**src/rtl/gmii_tx_arbiter.sv**
```systemverilog
// Round-robin arbiter sharing one GMII transmit port between two frame senders,
// with a 1-cycle registered datapath, enforced inter-frame gap and start/length watchdogs.
module gmii_tx_arbiter #(
  parameter int IFG_CYCLES    = 12,
  parameter int START_TIMEOUT = 64,
  parameter int MAX_FRAME     = 1600
) (
  input  logic       clk,
  input  logic       rst_n,
  input  logic       enable,
  input  logic       src0_req,
  output logic       src0_gnt,
  input  logic       src0_txctl,
  input  logic [7:0] src0_txd,
  input  logic       src1_req,
  output logic       src1_gnt,
  input  logic       src1_txctl,
  input  logic [7:0] src1_txd,
  output logic       gmii_txctl,
  output logic [7:0] gmii_txd,
  output logic       busy,
  output logic       err_timeout,
  output logic       err_overlong
);

  if (START_TIMEOUT < 1 || START_TIMEOUT > 256) begin : g_bad_start_timeout
    $error("START_TIMEOUT must be 1..256 to fit the 8-bit timer");
  end
  if (IFG_CYCLES < 1 || IFG_CYCLES > 32) begin : g_bad_ifg
    $error("IFG_CYCLES must be 1..32 to fit the 5-bit gap counter");
  end
  if (MAX_FRAME < 1 || MAX_FRAME > 4095) begin : g_bad_max_frame
    $error("MAX_FRAME must be 1..4095 to fit the 12-bit length counter");
  end

  localparam logic [7:0]  TIMER_LAST = 8'(START_TIMEOUT - 1);
  localparam logic [4:0]  GAP_LAST   = 5'(IFG_CYCLES - 1);
  localparam logic [11:0] LEN_MAX    = 12'(MAX_FRAME);

  typedef enum logic [1:0] {IDLE, GRANT, ACTIVE, GAP} state_t;

  state_t      state_reg, state_next;
  logic        sel_reg, sel_next;
  logic        last_served_reg, last_served_next;
  logic [7:0]  timer_reg, timer_next;
  logic [4:0]  gap_cnt_reg, gap_cnt_next;
  logic [11:0] len_reg, len_next;
  logic [1:0]  gnt_reg, gnt_next;
  logic        txctl_reg, txctl_next;
  logic [7:0]  txd_reg, txd_next;
  logic        err_timeout_reg, err_timeout_next;
  logic        err_overlong_reg, err_overlong_next;
  logic        pick;

  // Only the granted source is ever looked at; the other one is muxed away here.
  logic        cur_req, cur_txctl;
  logic [7:0]  cur_txd;
  assign cur_req   = sel_reg ? src1_req   : src0_req;
  assign cur_txctl = sel_reg ? src1_txctl : src0_txctl;
  assign cur_txd   = sel_reg ? src1_txd   : src0_txd;

  always_ff @(posedge clk) begin
    if (!rst_n) begin
      state_reg        <= IDLE;
      sel_reg          <= 1'b0;
      last_served_reg  <= 1'b1;
      timer_reg        <= '0;
      gap_cnt_reg      <= '0;
      len_reg          <= '0;
      gnt_reg          <= '0;
      txctl_reg        <= 1'b0;
      txd_reg          <= '0;
      err_timeout_reg  <= 1'b0;
      err_overlong_reg <= 1'b0;
    end else begin
      state_reg        <= state_next;
      sel_reg          <= sel_next;
      last_served_reg  <= last_served_next;
      timer_reg        <= timer_next;
      gap_cnt_reg      <= gap_cnt_next;
      len_reg          <= len_next;
      gnt_reg          <= gnt_next;
      txctl_reg        <= txctl_next;
      txd_reg          <= txd_next;
      err_timeout_reg  <= err_timeout_next;
      err_overlong_reg <= err_overlong_next;
    end
  end

  always_comb begin
    state_next        = state_reg;
    sel_next          = sel_reg;
    last_served_next  = last_served_reg;
    timer_next        = timer_reg;
    gap_cnt_next      = gap_cnt_reg;
    len_next          = len_reg;
    gnt_next          = gnt_reg;
    txctl_next        = 1'b0;
    txd_next          = '0;
    err_timeout_next  = 1'b0;
    err_overlong_next = 1'b0;
    pick              = 1'b0;

    case (state_reg)
      IDLE: begin
        if (enable && (src0_req || src1_req)) begin
          // On a tie the source that was not served last wins.
          pick             = (src0_req && src1_req) ? ~last_served_reg : src1_req;
          sel_next         = pick;
          last_served_next = pick;
          timer_next       = '0;
          gnt_next         = pick ? 2'b10 : 2'b01;
          state_next       = GRANT;
        end
      end
      GRANT: begin
        txctl_next = cur_txctl;
        txd_next   = cur_txd;
        if (cur_txctl) begin
          len_next   = 12'd1;
          state_next = ACTIVE;
        end else if (!cur_req) begin
          gnt_next   = '0;
          state_next = IDLE;
        end else if (timer_reg == TIMER_LAST) begin
          err_timeout_next = 1'b1;
          gnt_next         = '0;
          gap_cnt_next     = '0;
          state_next       = GAP;
        end else begin
          timer_next = timer_reg + 8'd1;
        end
      end
      ACTIVE: begin
        if (!cur_txctl) begin
          txd_next     = cur_txd;
          gnt_next     = '0;
          gap_cnt_next = '0;
          state_next   = GAP;
        end else if (len_reg == LEN_MAX) begin
          // Truncate: txctl drops mid-frame so the PHY emits a bad CRC.
          err_overlong_next = 1'b1;
          gnt_next          = '0;
          gap_cnt_next      = '0;
          state_next        = GAP;
        end else begin
          txctl_next = 1'b1;
          txd_next   = cur_txd;
          len_next   = len_reg + 12'd1;
        end
      end
      GAP: begin
        if (gap_cnt_reg == GAP_LAST) begin
          gap_cnt_next = '0;
          state_next   = IDLE;
        end else begin
          gap_cnt_next = gap_cnt_reg + 5'd1;
        end
      end
      default: begin
        gnt_next   = '0;
        state_next = IDLE;
      end
    endcase
  end

  assign src0_gnt     = gnt_reg[0];
  assign src1_gnt     = gnt_reg[1];
  assign gmii_txctl   = txctl_reg;
  assign gmii_txd     = txd_reg;
  assign busy         = (state_reg != IDLE);
  assign err_timeout  = err_timeout_reg;
  assign err_overlong = err_overlong_reg;

endmodule

```
**config.mk**
```make
export PLATFORM = sky130hd
export DESIGN_NAME = gmii_tx_arbiter
export DESIGN_NICKNAME = d
export VERILOG_FILES = /design/src/rtl/gmii_tx_arbiter.sv
export SDC_FILE = /design/constraint.sdc
export NUM_CORES = 1
export LEC_CHECK = 0
export BUFFER_PORTS_ARGS = -buffer_cell sky130_fd_sc_hd__buf_4
export CORE_MARGIN = 8
export CORE_UTILIZATION = 30
export CTS_CLUSTER_DIAMETER = 60
export CTS_CLUSTER_SIZE = 16
export DETAILED_ROUTE_END_ITERATION = 8
export HOLD_SLACK_MARGIN = 0.05
export PLACE_DENSITY = 0.54
export SLEW_MARGIN = 40
export SYNTH_ARGS = -nofsm -noshare
export SYNTH_HDL_FRONTEND = slang
export SYNTH_SLANG_ARGS = --single-unit
```
**constraint.sdc**
```tcl
create_clock -name clk -period 4.59 [get_ports clk]
set_input_delay 0.459 -clock clk [delete_from_list [all_inputs] [get_ports clk]]
set_output_delay 0.459 -clock clk [all_outputs]
set_load 0.05 [all_outputs]
```
==> run metrics, run 1 <==
outcome complete, no violations; Syn Std Cell Area between 0.002 and 0.0025 mm^2; antenna violation net count after detailed routing 0; CTS Hold Buffers Added 0; sequential area share after synthesis roughly two fifths; Post-CTS Resized 0; CTS buffer count 5; slew at the pin closest to its max-slew limit roughly 700 ps; Layout Cells excl Fill 378; commonest non-fill, non-tap cell in the layout dfxtp_1; Yosys warning count 0; CTS root buffer clkbuf_8; Die H roughly 100 um; worst setup path start state_reg[0]; Distinct cells, synth 55; Psw 0.324 mW; final WL approximately 5000 um; GRT Util Overall 10.1%; asr flop ratio synth 0%; M2 GR Usage about 15%; Sw Share between 30% and 40%; max_cap viols 0; CTS tree yes; die area about 0.010 mm^2; GP Congestion just under 0.8; internal cell power 0.642 mW; IR drop worst, VDD 0.000151 V; P&R area growth vs syn 21.7%; DRT Pass-1 Iters 4; crit path to timer_reg[3]; hpwl dp around 3700 um; reg2reg path depth 5; Worst R2R End timer_reg[3]; Mapped Avg Cell Area between 8 and 9 um^2; Rows 31; routed vias/inst 5.02; DRC 0; met1 usage 13.0%; Final Max Tran Viols 0; cell count after synthesis 243; I/O pin count 37; final hold violations 0; Clock power frac between 20% and 30%; met3 usage ~2.9%; critical path capture point type flip-flop; Worst Path Max Fanout 14; first-pass GRT wire length between 8000 and 9000 um; H-tree depth 2; RSZ-0062 raised after global routing false; synthesis-stage register bit count between 40 and 50; reg2reg start state_reg[0]; initial core utilization 30.3%; Wirelength per Cell about 13 um; syn nets 274; fraction of layout cells with a size suffix above 1 about a fifth; fin nets 309; Clock Tree Buf Depth 2; most frequent cells in the layout dfxtp_1 (42), buf_4 (36), nor2_1 (23), nand2_1 (19), nand3_1 (14); clk_lat worst skew about 290 ps; post-synthesis compound-gate area fraction 17.0%; xor/xnor share of the synthesized area 3.64%; critical path launch point type flip-flop; clock-pin slew on the worst setup and hold paths around 80 ps; GR Overflow Total 0; crit path DAT 2570 ps; Reg power frac a little over two fifths; DR iter-0 viols ~150; P_leak just under 1 nW; antenna violations before repair 0; Die Width 101 um; via count 1,897; largest net degree at the start of global routing 25; fin crit share 51.4%; vias in the first global route between 1,500 and 2,000; Setup Fix Bufs, Post-CTS 0; # diodes 0; CP Class flip-flop to flip-flop; Req. time, crit path between 4000 and 5000 ps; fraction of the mapped netlist area in adder cells between 4 and 5%; max reg flops 12; min Tclk post-route around 2400 ps; Logic pwr share between 20% and 30%; post-synthesis mux area share 6.70%; Hold Path Class input port to flip-flop; core area 0.00714 mm^2; ys flop type dfxtp_1; Setup Viol. Count Final 0; Cells after DPL between 300 and 400; # fillers about 760; GRT Max-Usage Layer met2; flop2flop setup slack approximately 2200 ps; Rel. slew slack 52.9%; Setup Skew approximately 5.4 ps; port bufs 36; main combinational cell family by area after synthesis simple AND/OR/NAND/NOR gates; EDFF count, synth 0; simple-gate share of the synthesized area around a quarter; CTS sink cnt between 40 and 50; PD cells 367 mW/mm^2; TNS Setup 0 ps; f_max 424 MHz
[metrics by stage]
| step | utilization (%) | cell area (um^2) | setup WS, ps | hold WS [ps] | power, mW |
|---|---|---|---|---|---|
| after floorplan | - | 2170 | 2530 | 445 | 0.614 |
| final | 36.9 | 2640 | 2230 | 395 | 0.966 |
| after global routing | 36.9 | 2640 | 2080 | 407 | 1.02 |
| after CTS | 36.9 | 2630 | 2250 | 387 | 0.978 |
| after detailed placement | 35.4 | 2520 | 2260 | 461 | 0.685 |
| after global placement | 35.3 | 2520 | 2320 | 452 | 0.682 |
[cells in the mapped netlist (2+ instances only)]
library cell	count	area (um^2)
dfxtp_1	42	841
nor2_1	23	86.3
nand2_1	19	71.3
nand3_1	14	70.1
mux2i_1	13	130
a21oi_1	11	55.1
inv_1	9	33.8
o21ai_0	9	45.0
ha_1	8	100
nand4_1	8	50.1
xor2_1	8	70.1
o31ai_1	6	45.0
or4_1	6	45.0
and3_1	5	31.3
clkbuf_1	4	15.0
o21ai_1	4	20.0
a21boi_0	3	22.5
and2_1	3	18.8
nor2b_1	3	18.8
or3_1	3	18.8
buf_2	2	10.0
nand3b_1	2	15.0
nor3_1	2	10.0
nor3b_1	2	15.0
o2111ai_1	2	17.5
o211ai_1	2	15.0
o311ai_0	2	17.5
[power by group through the flow]
stage	clock network [mW]	logic, mW	registers [mW]
6_report	0.288	0.271	0.407
5_1_grt	0.313	0.294	0.410
4_1_cts	0.299	0.272	0.407
3_5_place_dp	0	0.270	0.415
3_3_place_gp	0	0.268	0.414
2_1_floorplan	0	0.177	0.437
[worst max-delay path: stages, from the launching register on]
cell     delay [ps]
dfxtp_1         430
ha_1            510
o21ai_1         270
o22a_1          380
or4_1           520
a21oi_1         170
[logic make-up after synthesis]
group	after synthesis
multiplexers	14
adder cells (fa/ha/maj)	8
XOR/XNOR	9
buffers and inverters	17
AND/OR/NAND/NOR	101
AO/OA/AOI/OAI	52
flip-flops	42
[area by class of cell]
class / instances / area, um^2 / area share, %
inverters: 9 / 33.8 / 1.28
clock inverters: 1 / 30.0 / 1.14
repair buffers: 36 / 270 / 10.3
flip-flops and latches: 42 / 841 / 31.9
multi-input cells: 184 / 1260 / 47.8
clock buffers: 7 / 76.3 / 2.90
well taps: 99 / 124 / 4.70
[worst min path at each step]
stage                   startpoint  cells after the start        endpoint  slack, ps
finish                 src0_txd[0]                      3     gmii_txd[0]        390
CTS                    src0_txd[1]                      3     gmii_txd[1]        390
global placement        gnt_reg[0]                      2      gnt_reg[0]        450
detailed placement      gnt_reg[1]                      2      gnt_reg[1]        460
global route           src0_txd[2]                      3     gmii_txd[2]        410
floorplan           gap_cnt_reg[4]                      2  gap_cnt_reg[4]        440
[layer usage]
metal | vias to the layer above | share of wire (%)
met5 | - | 0
met4 | 0 | 1.6
met3 | 6 | 6.9
met2 | 52 | 43
met1 | 875 | 48
li1 | 964 | -
Power figures use the tool's default switching activity.
==> run 2: changes to the inputs <==
--- a/config.mk
+++ b/config.mk
@@ -5,6 +5,7 @@
 export SDC_FILE = /design/constraint.sdc
 export NUM_CORES = 1
 export LEC_CHECK = 0
+export ABC_AREA = 1
 export BUFFER_PORTS_ARGS = -buffer_cell sky130_fd_sc_hd__buf_4
 export CORE_MARGIN = 8
 export CORE_UTILIZATION = 30
@@ -12,7 +13,7 @@
 export CTS_CLUSTER_SIZE = 16
 export DETAILED_ROUTE_END_ITERATION = 8
 export HOLD_SLACK_MARGIN = 0.05
-export PLACE_DENSITY = 0.54
+export PLACE_DENSITY = 0.55
 export SLEW_MARGIN = 40
 export SYNTH_ARGS = -nofsm -noshare
 export SYNTH_HDL_FRONTEND = slang
==> constraint.sdc (replaced) <==
create_clock -name clk -period 1.9 [get_ports clk]
set_input_delay 0.19 -clock clk [delete_from_list [all_inputs] [get_ports clk]]
set_output_delay 0.19 -clock clk [all_outputs]
set_load 0.05 [all_outputs]
==> run 2 against run 1 <==
  * Cell count rose by 41%
  * Non-clock buffer count rose by 10
  * Clock skew barely moved
  * Critical path type is now flip-flop to output pin
==> run metrics, run 2 <==
CTS Hold Buffers Added 0 (unchanged); # diodes 0 (unchanged); max reg flops 12 (unchanged); slew at the pin closest to its max-slew limit 558 ps (-144 ps); met3 routed WL 232 um (-34%); crit-path cells inv_1 -> ha_1 -> inv_1 -> buf_4; critical path capture point type output pin; Worst Path Max Fanout 5 (-9); Psw 1.50 mW (+360%); Die H 109 um (+7.6%); Synth area leaders dfxtp_1 (33%), nand2_1 (16%), nor2_1 (8.0%); syn nets 415 (+51%); hpwl dp 4850 um (+31%); hold slack 134 ps (-261 ps); ys flop type dfxtp_1; Yosys warning count 0 (unchanged); Commonest cells post-synth nand2_1 (108), nor2_1 (55), dfxtp_1 (42); Final Max Tran Viols 0 (unchanged); EDFF count, synth 0 (unchanged); IR drop worst, VDD 0.000558 V (+270%); outcome complete, no violations; port bufs 36 (unchanged); Clock power frac 18.6% (-11 points); routed vias/inst 4.64 (-7.6%); first-pass GRT wire length 11,100 um (+31%); fin worst setup slack 208 ps (-2020 ps); GP Congestion 0.820 (+6.5%); DR iter-0 viols 98 (-36%); commonest non-fill, non-tap cell in the layout nand2_1; Setup Skew 5.75 ps (+0.350 ps); synthesis-stage register bit count 42 (unchanged); via count 2,476 (+31%); core area 0.00826 mm^2 (+16%); Post-CTS Resized 0 (unchanged); sequential area share after synthesis 32.7% (-6.1 points); f_max 591 MHz; flip-flop and latch area 841 um^2 (unchanged); antenna violation net count after detailed routing 0 (unchanged); Cells after DPL 526 (+42%); Crit path max-delay family buffers and inverters; antenna violations before repair 0 (unchanged); vias in the first global route 2,483 (+39%); # fillers 904 (+20%); most frequent CP cell inv_1; critical path launch point type flip-flop; Sw Share 45.3% (+12 points); Reg power frac 33.3% (-8.8 points); DRC 0 (unchanged); internal cell power 1.81 mW (+180%); CTS sink cnt 42 (unchanged); initial core utilization 31.2% (+0.80 points); largest net degree at the start of global routing 17 (-32%); GR Overflow Total 0 (unchanged); count leader, synth nand2_1; Wirelength per Cell 11.8 um (-11%); fin crit share between 80 and 90%; CP peak stage delay 390 ps (-130 ps); Syn Std Cell Area 0.00257 mm^2 (+19%); CP Class flip-flop to output pin; max_cap viols 0 (unchanged); most frequent cells in the layout nand2_1 (108), nor2_1 (55), buf_4 (46), dfxtp_1 (42), inv_1 (33); fraction of layout cells with a size suffix above 1 20.7% (+1.7 points); Logic pwr share 48.1% (+20 points); I/O pin count 37 (unchanged); P&R area growth vs syn 20.0%; Distinct cells, synth 34 (-38%); min Tclk post-route 1690 ps; fin nets 459 (+49%); crit path DAT 1500 ps (-1070 ps); WL met2 2960 um (+36%); Crit-path slowest cell dfxtp_1; P_leak 1.27 nW (+28%); worst slack, placed 259 ps (-2000 ps); RSZ-0062 raised after global routing false; asr flop ratio synth 0% (unchanged); TNS Setup 0 ps (unchanged); Rows 33 (+6.5%); Layout Cells excl Fill 534 (+41%); highest routed layer met4; PD cells 1070 mW/mm^2 (+190%); Hold Path Class input port to flip-flop; clock-pin slew on the worst setup and hold paths 90 ps (about the same); Setup Fix Bufs, Post-CTS 0 (unchanged); DRT Pass-1 Iters 4 (unchanged); Clock Tree Buf Depth 2 (unchanged); final hold violations 0 (unchanged); final WL 6300 um (+25%); CTS tree yes; area of the multi-input gates 0.00153 mm^2 (+21%); WL met1 3020 um (+25%); clk_lat worst skew 300 ps (about the same); WP buf/inv 3 (+3); Synth top area share 32.7% (-6.1 points); Rel. slew slack 62.8% (+9.8 points); CTS root buffer clkbuf_8; cell count after synthesis 384 (+58%); CTS buffer count 5 (unchanged); Mapped Avg Cell Area 6.70 um^2 (-25%); die area 0.0118 mm^2 (+16%); H-tree depth 2 (unchanged); Die Width 109 um (+7.6%); Req. time, crit path 1710 ps (-3100 ps); Setup Viol. Count Final 0 (unchanged); GRT Util Overall 11.4% (+1.3 points); total power 3.31 mW (+240%); largest area contributor in the netlist dfxtp_1
run 2: cell types whose count changed after synthesis, moves of 9 or more:
cell     before  now
nor2_2        0    9
nand2_1      19  108
inv_1         9   33
nand3_1      14   26
a21oi_1      11   24
nor2_1       23   55
run 2: tightest hold or removal path, stage by stage:
cell	delay, ps
buf_4	70
mux2i_1	50
nor2_1	90
run 2: power groups by stage:
stage	sequential (mW)	combinational [mW]	clock, mW
global placement	1.12	1.60	0
floorplan	1.24	1.05	0
CTS	1.10	1.61	0.637
detailed placement	1.12	1.62	0
finish	1.10	1.59	0.614
global route	1.12	1.79	0.682
run 2: final timing paths:
path / depth (start not counted) / end / slack, ps / start
max: 4 / busy / 210 / flip-flop
min: 3 / gmii_txd[3] / 130 / src0_txd[3]
max reg2reg: 11 / gnt_reg[0] / 250 / len_reg[0]
min reg2reg: 2 / last_served_reg / 490 / last_served_reg
run 2: cell type report:
class | count | area share (%)
timing repair buffer | 46 | 11.2
tap | 105 | 4.25
sequential | 42 | 27.2
inverter | 40 | 4.86
multi-input combinational | 293 | 49.4
clock buffer | 5 | 2.23
clock inverter | 3 | 0.810
run 2: kinds of logic after synthesis:
kind of cell               after synthesis  synth area share [%]
muxes                                    6                  2.33
AOI/OAI and AO/OA                       37                  8.37
xor gates and xnor gates                 6                  2.04
buffers and inverters                   49                  7.98
adders and majority gates                8                  3.89
and+or+nand+nor                        236                  42.7
DFF                                     42                  32.7
run 2: metal layers:
| layer | global-route usage [%] | vias to the layer above |
|---|---|---|
| met5 | 0 | - |
| met4 | 3.91 | 0 |
| li1 | - | 1320 |
| met3 | 2.26 | 6 |
| met2 | 20.1 | 45 |
| met1 | 13.4 | 1105 |
run 2: per-stage QoR:
stage / instance area, um^2 / utilization [%]
2_1_floorplan: 2570 / -
3_3_place_gp: 2990 / 36.3
3_5_place_dp: 2990 / 36.3
4_1_cts: 3090 / 37.4
5_1_grt: 3090 / 37.4
6_report: 3090 / 37.4
==> run 3: changes to the inputs <==
--- a/config.mk
+++ b/config.mk
@@ -7,12 +7,13 @@
 export LEC_CHECK = 0
 export ABC_AREA = 1
 export BUFFER_PORTS_ARGS = -buffer_cell sky130_fd_sc_hd__buf_4
-export CORE_MARGIN = 8
+export CORE_MARGIN = 3
 export CORE_UTILIZATION = 30
 export CTS_CLUSTER_DIAMETER = 60
 export CTS_CLUSTER_SIZE = 16
 export DETAILED_ROUTE_END_ITERATION = 8
 export HOLD_SLACK_MARGIN = 0.05
+export MAX_ROUTING_LAYER = met4
 export PLACE_DENSITY = 0.55
 export SLEW_MARGIN = 40
 export SYNTH_ARGS = -nofsm -noshare
==> run 3 against run 2 <==
  * Design area is essentially flat
  * Core utilization is essentially flat
  * Highest routed layer unchanged
  * Clock power fell by 3%
  * Critical path depth did not move
  * Critical path type unchanged
  * Routed wire length shrank 3.1%
==> run metrics, run 3 (synthesis gave the netlist of run 2 again) <==
outcome complete, no violations; met3 usage 3.04% (+0.78 points); initial core utilization 31.2% (unchanged); die area 0.00972 mm^2 (-18%); largest net degree at the start of global routing 16 (-1); clock-pin slew on the worst setup and hold paths 90 ps (about the same); Req. time, crit path 1710 ps (about the same); crit path DAT 1480 ps (-20 ps); fin worst setup slack 230 ps (+21.4 ps); Hold Path Class input port to flip-flop; Cell Area, Placed 0.00299 mm^2 (unchanged); DRT Pass-1 Iters 4 (unchanged); I/O pin count 37 (unchanged); vias in the first global route 2,353 (-5.2%); DR iter-0 viols 73 (-26%); TNS Setup 0 ps (unchanged); routed vias/inst 4.61 (-0.65%); GRT Max-Usage Layer met2; most frequent cells in the layout nand2_1 (108), nor2_1 (55), buf_4 (46), dfxtp_1 (42), inv_1 (33); CTS buffer count 5 (unchanged); GP Congestion 0.798 (-2.7%); slew at the pin closest to its max-slew limit 487 ps (-71.1 ps); cell area after layout 0.00309 mm^2 (about the same); first-pass GRT wire length 10,600 um (-4.6%); M2 GR Usage 21.8% (+1.7 points); Wirelength per Cell 11.4 um (-3.1%); fin crit share 87.9% (-1.1 points); Clock Tree Buf Depth 2 (unchanged); min Tclk post-route 1670 ps (-21.4 ps); worst slack, placed 203 ps (-56.5 ps); commonest non-fill, non-tap cell in the layout nand2_1; RSZ-0062 raised after global routing false; port bufs 36 (unchanged); P&R area growth vs syn 20.1% (about the same); core area 0.00826 mm^2 (unchanged); fin nets 459 (unchanged); antenna violation net count after detailed routing 0 (unchanged); critical path capture point type output pin; Die H 98.6 um (-9.2%); Setup Skew 6.53 ps (+0.783 ps); max_cap viols 0 (unchanged); antenna violations before repair 0 (unchanged); CTS root buffer clkbuf_8; DRC 0 (unchanged); # diodes 0 (unchanged); IR drop worst, VDD 0.000767 V (+37%); H-tree depth 2 (unchanged); Rows 33 (unchanged); Final Max Tran Viols 0 (unchanged); total power 3.29 mW (-0.65%); fraction of layout cells with a size suffix above 1 20.7% (unchanged); final hold violations 0 (unchanged); Die Width 98.6 um (-9.2%); met1 usage 17.1% (+3.6 points); GR Overflow Total 0 (unchanged); P_leak 1.27 nW (about the same); CTS tree yes; final WL 6100 um (-3.1%); CTS sink cnt 42 (unchanged); GRT Util Overall 13.5% (+2.1 points); Layout Cells excl Fill 534 (unchanged); critical path launch point type flip-flop; Cells after DPL 526 (unchanged); max reg flops 12 (unchanged); Setup Viol. Count Final 0 (unchanged); Setup Fix Bufs, Post-CTS 0 (unchanged); Worst Path Max Fanout 5 (unchanged); hpwl dp 4630 um (-4.3%); Rel. slew slack 67.5% (+4.7 points); CP Class flip-flop to output pin; final core area utilization 37.4% (about the same); clk_lat worst skew 300 ps (about the same); f_max 599 MHz (+1.3%); hold slack 132 ps (-1.67 ps); PD cells 1060 mW/mm^2 (-0.69%); via count 2,460 (-0.65%)
## run 3: cell count changes in the layout (fill, tap and decap cells not counted), sizes merged
cell | previous run | this run
clkinv | 2 | 3
inv | 40 | 39
## run 3: cell type report
type,count,area (um^2)
well taps,105,131
multi-input cells,293,1530
repair buffers,46,345
fillers,903,5170
inverters,40,150
flip-flops and latches,42,841
clock buffers,5,68.8
clock inverters,3,21.3
## run 3: final timing paths
path	start	end	slack, ps	cells past startpoint
worst max-delay path	flip-flop	busy	230	4
worst min-delay path	src0_txd[0]	gmii_txd[0]	130	3
worst max register to register	len_reg[0]	len_reg[3]	240	9
worst min register to register	len_reg[11]	len_reg[11]	490	2
## run 3: metal layers
metal	part of all wire, %	wire (um)
met5	0	0
met3	3.5	211
met1	50	3030
met4	0.98	60
met2	46	2800
## run 3: worst max-delay path, cell delays in order (launching register included)
cell and delay (ps):
dfxtp_1 390, inv_1 90, ha_1 270, inv_1 190, buf_4 240
## run 3: report_power, final
| group | switching (mW) | internal (mW) |
|---|---|---|
| clock network | 0.336 | 0.259 |
| registers | 0.0955 | 1.01 |
| logic | 1.06 | 0.530 |
| total | 1.49 | 1.79 |
## run 3: timing repair
item                                    4_1_cts  5_1_grt
hold endpoints to repair                      0        0
endpoints found under the setup margin        0        2
gates resized for setup                       0        1
hold buffers                                  0        0
